### config.mk
export PLATFORM = sky130hd
export DESIGN_NAME = reg_bus_arbiter_flat
export DESIGN_NICKNAME = d
export VERILOG_FILES = /design/src/rtl/reg_bus_arbiter_if.sv /design/src/rtl/reg_bus_arbiter.sv /design/src/flat_wrapper.sv
export SDC_FILE = /design/constraint.sdc
export NUM_CORES = 1
export LEC_CHECK = 0
export CAP_MARGIN = 0
export CORE_MARGIN = 2
export CORE_UTILIZATION = 40
export CTS_CLUSTER_DIAMETER = 200
export DETAILED_ROUTE_END_ITERATION = 6
export DONT_BUFFER_PORTS = 1
export HOLD_SLACK_MARGIN = 0.12
export PLACE_DENSITY = 0.59
export SYNTH_ARGS = -nofsm -noshare
export SYNTH_HDL_FRONTEND = slang
export SYNTH_SLANG_ARGS = --single-unit
### constraint.sdc
create_clock -name clk -period 1.35 [get_ports clk]
set_input_delay 0.27 -clock clk [delete_from_list [all_inputs] [get_ports clk]]
set_output_delay 0.27 -clock clk [all_outputs]
set_load 0.03 [all_outputs]
### src/rtl/reg_bus_arbiter_if.sv
// Register-file access bus: one read/write request with ack and read data.
// master drives the request (read, write, addr, wdata) and receives rdata/ack;
// slave receives the request and returns rdata/ack.
interface reg_bus_arbiter_if #(
  parameter int unsigned ADDR_W = 6,
  parameter int unsigned DATA_W = 8
) ();
  logic              read;
  logic              write;
  logic [ADDR_W-1:0] addr;
  logic [DATA_W-1:0] wdata;
  logic [DATA_W-1:0] rdata;
  logic              ack;

  modport master (output read, write, addr, wdata, input rdata, ack);
  modport slave  (input read, write, addr, wdata, output rdata, ack);
endinterface

### src/rtl/reg_bus_arbiter.sv
// Shares the PWM register-file bus between two requesters (p0 = SPI decoder,
// p1 = config sequencer). Each request pulse lands in a 1-deep pending slot,
// slots are arbitrated (round-robin or fixed priority), and the winner drives
// one registered bus cycle, followed by an ack (and read data) to its owner.
// Ports:
//   clk, rst_n  clock, synchronous active-low reset
//   p0, p1      requester buses (slave side): read/write/addr/wdata in, rdata/ack out
//   m           register-file bus (master side): read/write/addr/wdata out, rdata in
//   overflow    sticky flag: a request hit a full, non-draining slot
module reg_bus_arbiter #(
  parameter int unsigned ADDR_W     = 6,
  parameter int unsigned DATA_W     = 8,
  parameter bit          FIXED_PRIO = 1'b0
) (
  input  logic                     clk,
  input  logic                     rst_n,
  reg_bus_arbiter_if.slave         p0,
  reg_bus_arbiter_if.slave         p1,
  reg_bus_arbiter_if.master        m,
  output logic                     overflow
);

  typedef struct packed {
    logic              valid;
    logic              wr;
    logic [ADDR_W-1:0] addr;
    logic [DATA_W-1:0] wdata;
  } slot_t;

  slot_t [1:0]             slot_q, slot_d;
  logic                    m_read_q, m_read_d;
  logic                    m_write_q, m_write_d;
  logic [ADDR_W-1:0]       m_addr_q, m_addr_d;
  logic [DATA_W-1:0]       m_wdata_q, m_wdata_d;
  logic                    owner_q, owner_d;
  logic                    rr_q, rr_d;       // port that wins the next tie
  logic [1:0]              ack_q, ack_d;
  logic [1:0][DATA_W-1:0]  rdata_q, rdata_d;
  logic                    overflow_q, overflow_d;

  logic [1:0]              in_rd, in_wr, grant;
  logic [1:0][ADDR_W-1:0]  in_addr;
  logic [1:0][DATA_W-1:0]  in_wdata;
  logic                    win;
  logic                    unused_m_ack;

  assign in_rd    = {p1.read,  p0.read};
  assign in_wr    = {p1.write, p0.write};
  assign in_addr  = {p1.addr,  p0.addr};
  assign in_wdata = {p1.wdata, p0.wdata};
  assign unused_m_ack = m.ack;

  // Arbitration, bus issue, completion and slot capture
  always_comb begin
    slot_d     = slot_q;
    m_read_d   = 1'b0;
    m_write_d  = 1'b0;
    m_addr_d   = m_addr_q;
    m_wdata_d  = m_wdata_q;
    owner_d    = owner_q;
    rr_d       = rr_q;
    ack_d      = '0;
    rdata_d    = rdata_q;
    overflow_d = overflow_q;
    grant      = '0;
    win        = 1'b0;

    if (slot_q[0].valid && slot_q[1].valid) begin
      win  = FIXED_PRIO ? 1'b0 : rr_q;
      rr_d = ~win;
    end else begin
      win  = slot_q[1].valid;
    end

    if (slot_q[0].valid || slot_q[1].valid) begin
      grant[win] = 1'b1;
      m_read_d   = ~slot_q[win].wr;
      m_write_d  = slot_q[win].wr;
      m_addr_d   = slot_q[win].addr;
      m_wdata_d  = slot_q[win].wdata;
      owner_d    = win;
    end

    // The bus cycle ending at this edge completes for its owner
    if (m_read_q || m_write_q) begin
      ack_d[owner_q] = 1'b1;
      if (m_read_q) begin
        rdata_d[owner_q] = m.rdata;
      end
    end

    // A slot being granted this edge can accept a new pulse at the same time
    for (int i = 0; i < 2; i++) begin
      if (grant[i]) begin
        slot_d[i].valid = 1'b0;
      end
      if (in_rd[i] || in_wr[i]) begin
        if (!slot_q[i].valid || grant[i]) begin
          slot_d[i].valid = 1'b1;
          slot_d[i].wr    = in_wr[i];
          slot_d[i].addr  = in_addr[i];
          slot_d[i].wdata = in_wdata[i];
        end else begin
          overflow_d = 1'b1;
        end
      end
    end
  end

  always_ff @(posedge clk) begin
    if (!rst_n) begin
      slot_q     <= '0;
      m_read_q   <= 1'b0;
      m_write_q  <= 1'b0;
      m_addr_q   <= '0;
      m_wdata_q  <= '0;
      owner_q    <= 1'b0;
      rr_q       <= 1'b0;
      ack_q      <= '0;
      rdata_q    <= '0;
      overflow_q <= 1'b0;
    end else begin
      slot_q     <= slot_d;
      m_read_q   <= m_read_d;
      m_write_q  <= m_write_d;
      m_addr_q   <= m_addr_d;
      m_wdata_q  <= m_wdata_d;
      owner_q    <= owner_d;
      rr_q       <= rr_d;
      ack_q      <= ack_d;
      rdata_q    <= rdata_d;
      overflow_q <= overflow_d;
    end
  end

  assign m.read   = m_read_q;
  assign m.write  = m_write_q;
  assign m.addr   = m_addr_q;
  assign m.wdata  = m_wdata_q;
  assign p0.ack   = ack_q[0];
  assign p1.ack   = ack_q[1];
  assign p0.rdata = rdata_q[0];
  assign p1.rdata = rdata_q[1];
  assign overflow = overflow_q;

endmodule

### src/flat_wrapper.sv
// flat-port wrapper written by rule: the top's interface ports become plain ports
module reg_bus_arbiter_flat 
#(
  parameter int unsigned ADDR_W     = 6,
  parameter int unsigned DATA_W     = 8,
  parameter bit          FIXED_PRIO = 1'b0
)
  (clk, rst_n, overflow, p0_read, p0_write, p0_addr, p0_wdata, p0_rdata, p0_ack, p1_read, p1_write, p1_addr, p1_wdata, p1_rdata, p1_ack, m_read, m_write, m_addr, m_wdata, m_rdata, m_ack);
  reg_bus_arbiter_if #(.ADDR_W(ADDR_W), .DATA_W(DATA_W)) p0_i ();
  reg_bus_arbiter_if #(.ADDR_W(ADDR_W), .DATA_W(DATA_W)) p1_i ();
  reg_bus_arbiter_if #(.ADDR_W(ADDR_W), .DATA_W(DATA_W)) m_i ();
  input  logic clk;
  input  logic rst_n;
  output logic overflow;
  input wire logic [$bits(p0_i.read)-1:0] p0_read;
  input wire logic [$bits(p0_i.write)-1:0] p0_write;
  input wire logic [$bits(p0_i.addr)-1:0] p0_addr;
  input wire logic [$bits(p0_i.wdata)-1:0] p0_wdata;
  output wire logic [$bits(p0_i.rdata)-1:0] p0_rdata;
  output wire logic [$bits(p0_i.ack)-1:0] p0_ack;
  input wire logic [$bits(p1_i.read)-1:0] p1_read;
  input wire logic [$bits(p1_i.write)-1:0] p1_write;
  input wire logic [$bits(p1_i.addr)-1:0] p1_addr;
  input wire logic [$bits(p1_i.wdata)-1:0] p1_wdata;
  output wire logic [$bits(p1_i.rdata)-1:0] p1_rdata;
  output wire logic [$bits(p1_i.ack)-1:0] p1_ack;
  output wire logic [$bits(m_i.read)-1:0] m_read;
  output wire logic [$bits(m_i.write)-1:0] m_write;
  output wire logic [$bits(m_i.addr)-1:0] m_addr;
  output wire logic [$bits(m_i.wdata)-1:0] m_wdata;
  input wire logic [$bits(m_i.rdata)-1:0] m_rdata;
  input wire logic [$bits(m_i.ack)-1:0] m_ack;
  assign p0_i.read = p0_read;
  assign p0_i.write = p0_write;
  assign p0_i.addr = p0_addr;
  assign p0_i.wdata = p0_wdata;
  assign p0_rdata = p0_i.rdata;
  assign p0_ack = p0_i.ack;
  assign p1_i.read = p1_read;
  assign p1_i.write = p1_write;
  assign p1_i.addr = p1_addr;
  assign p1_i.wdata = p1_wdata;
  assign p1_rdata = p1_i.rdata;
  assign p1_ack = p1_i.ack;
  assign m_read = m_i.read;
  assign m_write = m_i.write;
  assign m_addr = m_i.addr;
  assign m_wdata = m_i.wdata;
  assign m_i.rdata = m_rdata;
  assign m_i.ack = m_ack;
  reg_bus_arbiter #(.ADDR_W(ADDR_W), .DATA_W(DATA_W), .FIXED_PRIO(FIXED_PRIO)) u_core (.clk(clk), .rst_n(rst_n), .p0(p0_i), .p1(p1_i), .m(m_i), .overflow(overflow));
endmodule
==> impl_results.md <==
* Yosys top cell area share at 50.0%
* Initial core utilization at 40.9%
* Vert. Die Dim at 87.1 µm
* M1 wire length at 2.90 mm
* Layout cell share with drive strength beyond 1 at 11.2%
* Top cells by count, synth: 69 x dfxtp_1, 69 x nand2_1, 36 x mux2i_1
* 1st-iter DRT viols at 66
* Final-stage net count at 395
* First-pass GRT wire length at 10.9 mm
* GRT overflow at 0
* Final worst-path cycle share at 100%
* Nature of the critical path endpoint: flop
* CTS tree: built
* Vias per cell at 5.10
* TritonCTS buffer count at 9
* Hold Vio Cnt, Final at 0
* Final worst slack at -1.52 ps
* CTS sink cnt at 69
* Post-Synthesis Cell Area at 0.00276 mm²
* Design Area, Final at 0.00379 mm²
* Tot GR Track Use at 18.8%
* Largest net degree at the start of global routing at 54
* Final setup viols at 1
* HP Class: in2reg
* DR WL met2 at 3.37 mm
* Mapped Cells at 282
* Total power at 4700 µW
* Slew HR at 76.8%
* Yosys warning count at 0
* Vias in the first global route at 2,273
* Peak supply drop at 538 µV
* Worst-path clk slew at 70 ps
* Layout area overhead at 37.1%
* Clk_lat worst skew at 340 ps
* Die Wd at 87.1 µm
* Detailed Place HPWL at 3.53 mm
* WL per Instance at 15.4 µm
* Worst-path maximum fanout at 1
* Ports at 78
* EDFF count, synth at 0
* Top Metal Used: met4
* Seq/Total Area, Yosys at 50.0%
* Main synth FF type: dfxtp_1
* Antenna Nets Post-Route at 0
* Minimum clock period after layout at 1350 ps
* Clock Path Buffers at 2
* MaxCap Viol Count at 0
* Clock skew at 8.04 ps
* Status: complete, but fails checks
* Placed Area at 0.00284 mm²
* Top cells by area in the synthesized netlist: dfxtp_1 50%, mux2i_1 13%, nand2_1 9.4%
* IO buf count at 0
* Yosys cell types at 27
* Unrepaired setup endpoints after global routing: false
* Routed wire length at 6.72 mm
* Startpoint types: input port
* GPL Wtd Cong at 0.659
* Diode count at 0
* Mapped Avg Cell Area at 9.80 µm²
* Post-synth ARST share at 0%
* Required @ worst endpoint at 1610 ps
* CP arrival at 1610 ps
* Fin. max-slew vios at 0
* Total die area at 0.00759 mm²
* Worst-Margin Slew at 347 ps
* Violated checks: setup timing
* First-pass DRT Iterations at 4
* Core area at 0.00676 mm²
* Row count at 30
* Area leader, netlist: dfxtp_1
* Initial antenna violation count at 0
* Yosys reg bits at 69
* Max Freq at 0.740 GHz
* Net Count, Synth at 325
* DRC Markers at 0
* Clk root buf: clkbuf_8
* Power Density at 1240 mW/mm²
* H-tree levels at 3
* Vias at 2,230
* Leakage Power at 0.00156 µW
* Critical path type: in2reg
* Met3 WL at 312 µm
[layout by cell type, fill, tap and decap left out]
| cell | instances |
|---|---|
| nand3_1 | 11 |
| mux2i_1 | 36 |
| nand3b_1 | 3 |
| dlygate4sd3_1 | 66 |
| nor2_1 | 4 |
| nand2_1 | 69 |
| buf_4 | 8 |
| o22ai_1 | 1 |
| bufinv_16 | 2 |
| inv_1 | 1 |
| a221o_1 | 14 |
| a31o_2 | 2 |
| nor3b_4 | 1 |
| and3_4 | 2 |
| nand2b_4 | 1 |
| nor2b_2 | 1 |
| dfxtp_2 | 3 |
| a2bb2oi_1 | 1 |
| clkinv_2 | 3 |
| buf_12 | 5 |
| clkbuf_1 | 2 |
| clkbuf_8 | 9 |
| o21ai_0 | 1 |
| nand2_4 | 1 |
| a21boi_0 | 13 |
| dlymetal6s4s_1 | 1 |
| and2_1 | 14 |
| o21a_1 | 2 |
| a21oi_1 | 2 |
| dfxtp_1 | 66 |
| nor2b_1 | 10 |
| buf_6 | 2 |
[area by class of cell]
cell class | instances | area, µm²
inverter | 1 | 3.75
tap | 80 | 100
clock inverter | 5 | 75.1
sequential | 69 | 1390
multi-input combinational | 189 | 1240
fill | 598 | 2970
timing repair buffer | 82 | 856
clock buffer | 11 | 131
[kinds of logic (layout without fill, tap and decap cells)]
group | after synthesis | in the layout | share of synthesized area, %
and+or+nand+nor | 117 | 117 | 20.4
buffers and inverters | 24 | 99 | 5.75
muxes | 36 | 36 | 13.0
DFF | 69 | 69 | 50.0
AOI/OAI and AO/OA | 36 | 36 | 10.9
[sequential cells by signal, indices dropped and copies added, names as in the netlist]
| name | cells |
|---|---|
| u_core.owner_q | 1 |
| u_core.m.read | 1 |
| u_core.overflow | 1 |
| u_core.slot_q | 32 |
| u_core.ack_q | 2 |
| u_core.m.addr | 6 |
| u_core.rr_q | 1 |
| u_core.p0.rdata | 8 |
| u_core.m.write | 1 |
| u_core.p1.rdata | 8 |
| u_core.m.wdata | 8 |
[worst max-delay path, cell delays in order]
cell and delay (ps):
dlygate4sd3_1 540, nand2_1 60, dlygate4sd3_1 560, mux2i_1 180
[report_power, final]
part | total, µW | leakage, µW | switching [µW] | internal, µW
clock network | 1780 | 0.000107 | 751 | 1030
registers | 2340 | 0.000568 | 176 | 2170
logic | 576 | 0.000882 | 239 | 337
total | 4700 | 0.00156 | 1170 | 3540
[per-stage QoR]
step	cells	util [%]	hold WS (ps)	TNS [ps]	worst slack, ps
floorplan	282	-	412	0	23.5
finish	437	56.1	143	-1.52	-1.52
CTS	435	55.4	139	0	5.28
global route	437	56.1	150	0	7.57
global placement	351	42.0	392	-827	-64.5
detailed placement	351	42.0	397	-835	-72.2
[final timing paths]
path	from	to	slack, ps	depth (start not counted)
setup / recovery	p1_addr[5]	u_core.slot_q[29]	-2	4
hold / removal	p1_read	u_core.slot_q[31]	140	2
setup reg to reg	u_core.slot_q[15]	u_core.m.wdata[2]	50	4
hold reg to reg	u_core.slot_q[28]	u_core.slot_q[28]	460	2
[metal layers]
layer | up-vias | track usage (%)
met3 | 13 | 4.08
li1 | 1101 | -
met1 | 1068 | 22.0
met2 | 48 | 32.1
met5 | - | 0
met4 | 0 | 9.65
[repair_timing]
item                                   in CTS  in global routing
setup buffers                               0                  2
resized for setup                           2                  6
setup endpoints to repair                  14                 21
pin swaps                                   0                  1
hold buffers                               68                  0
endpoints found under the hold margin      55                  0
Power figures use the tool's default switching activity.
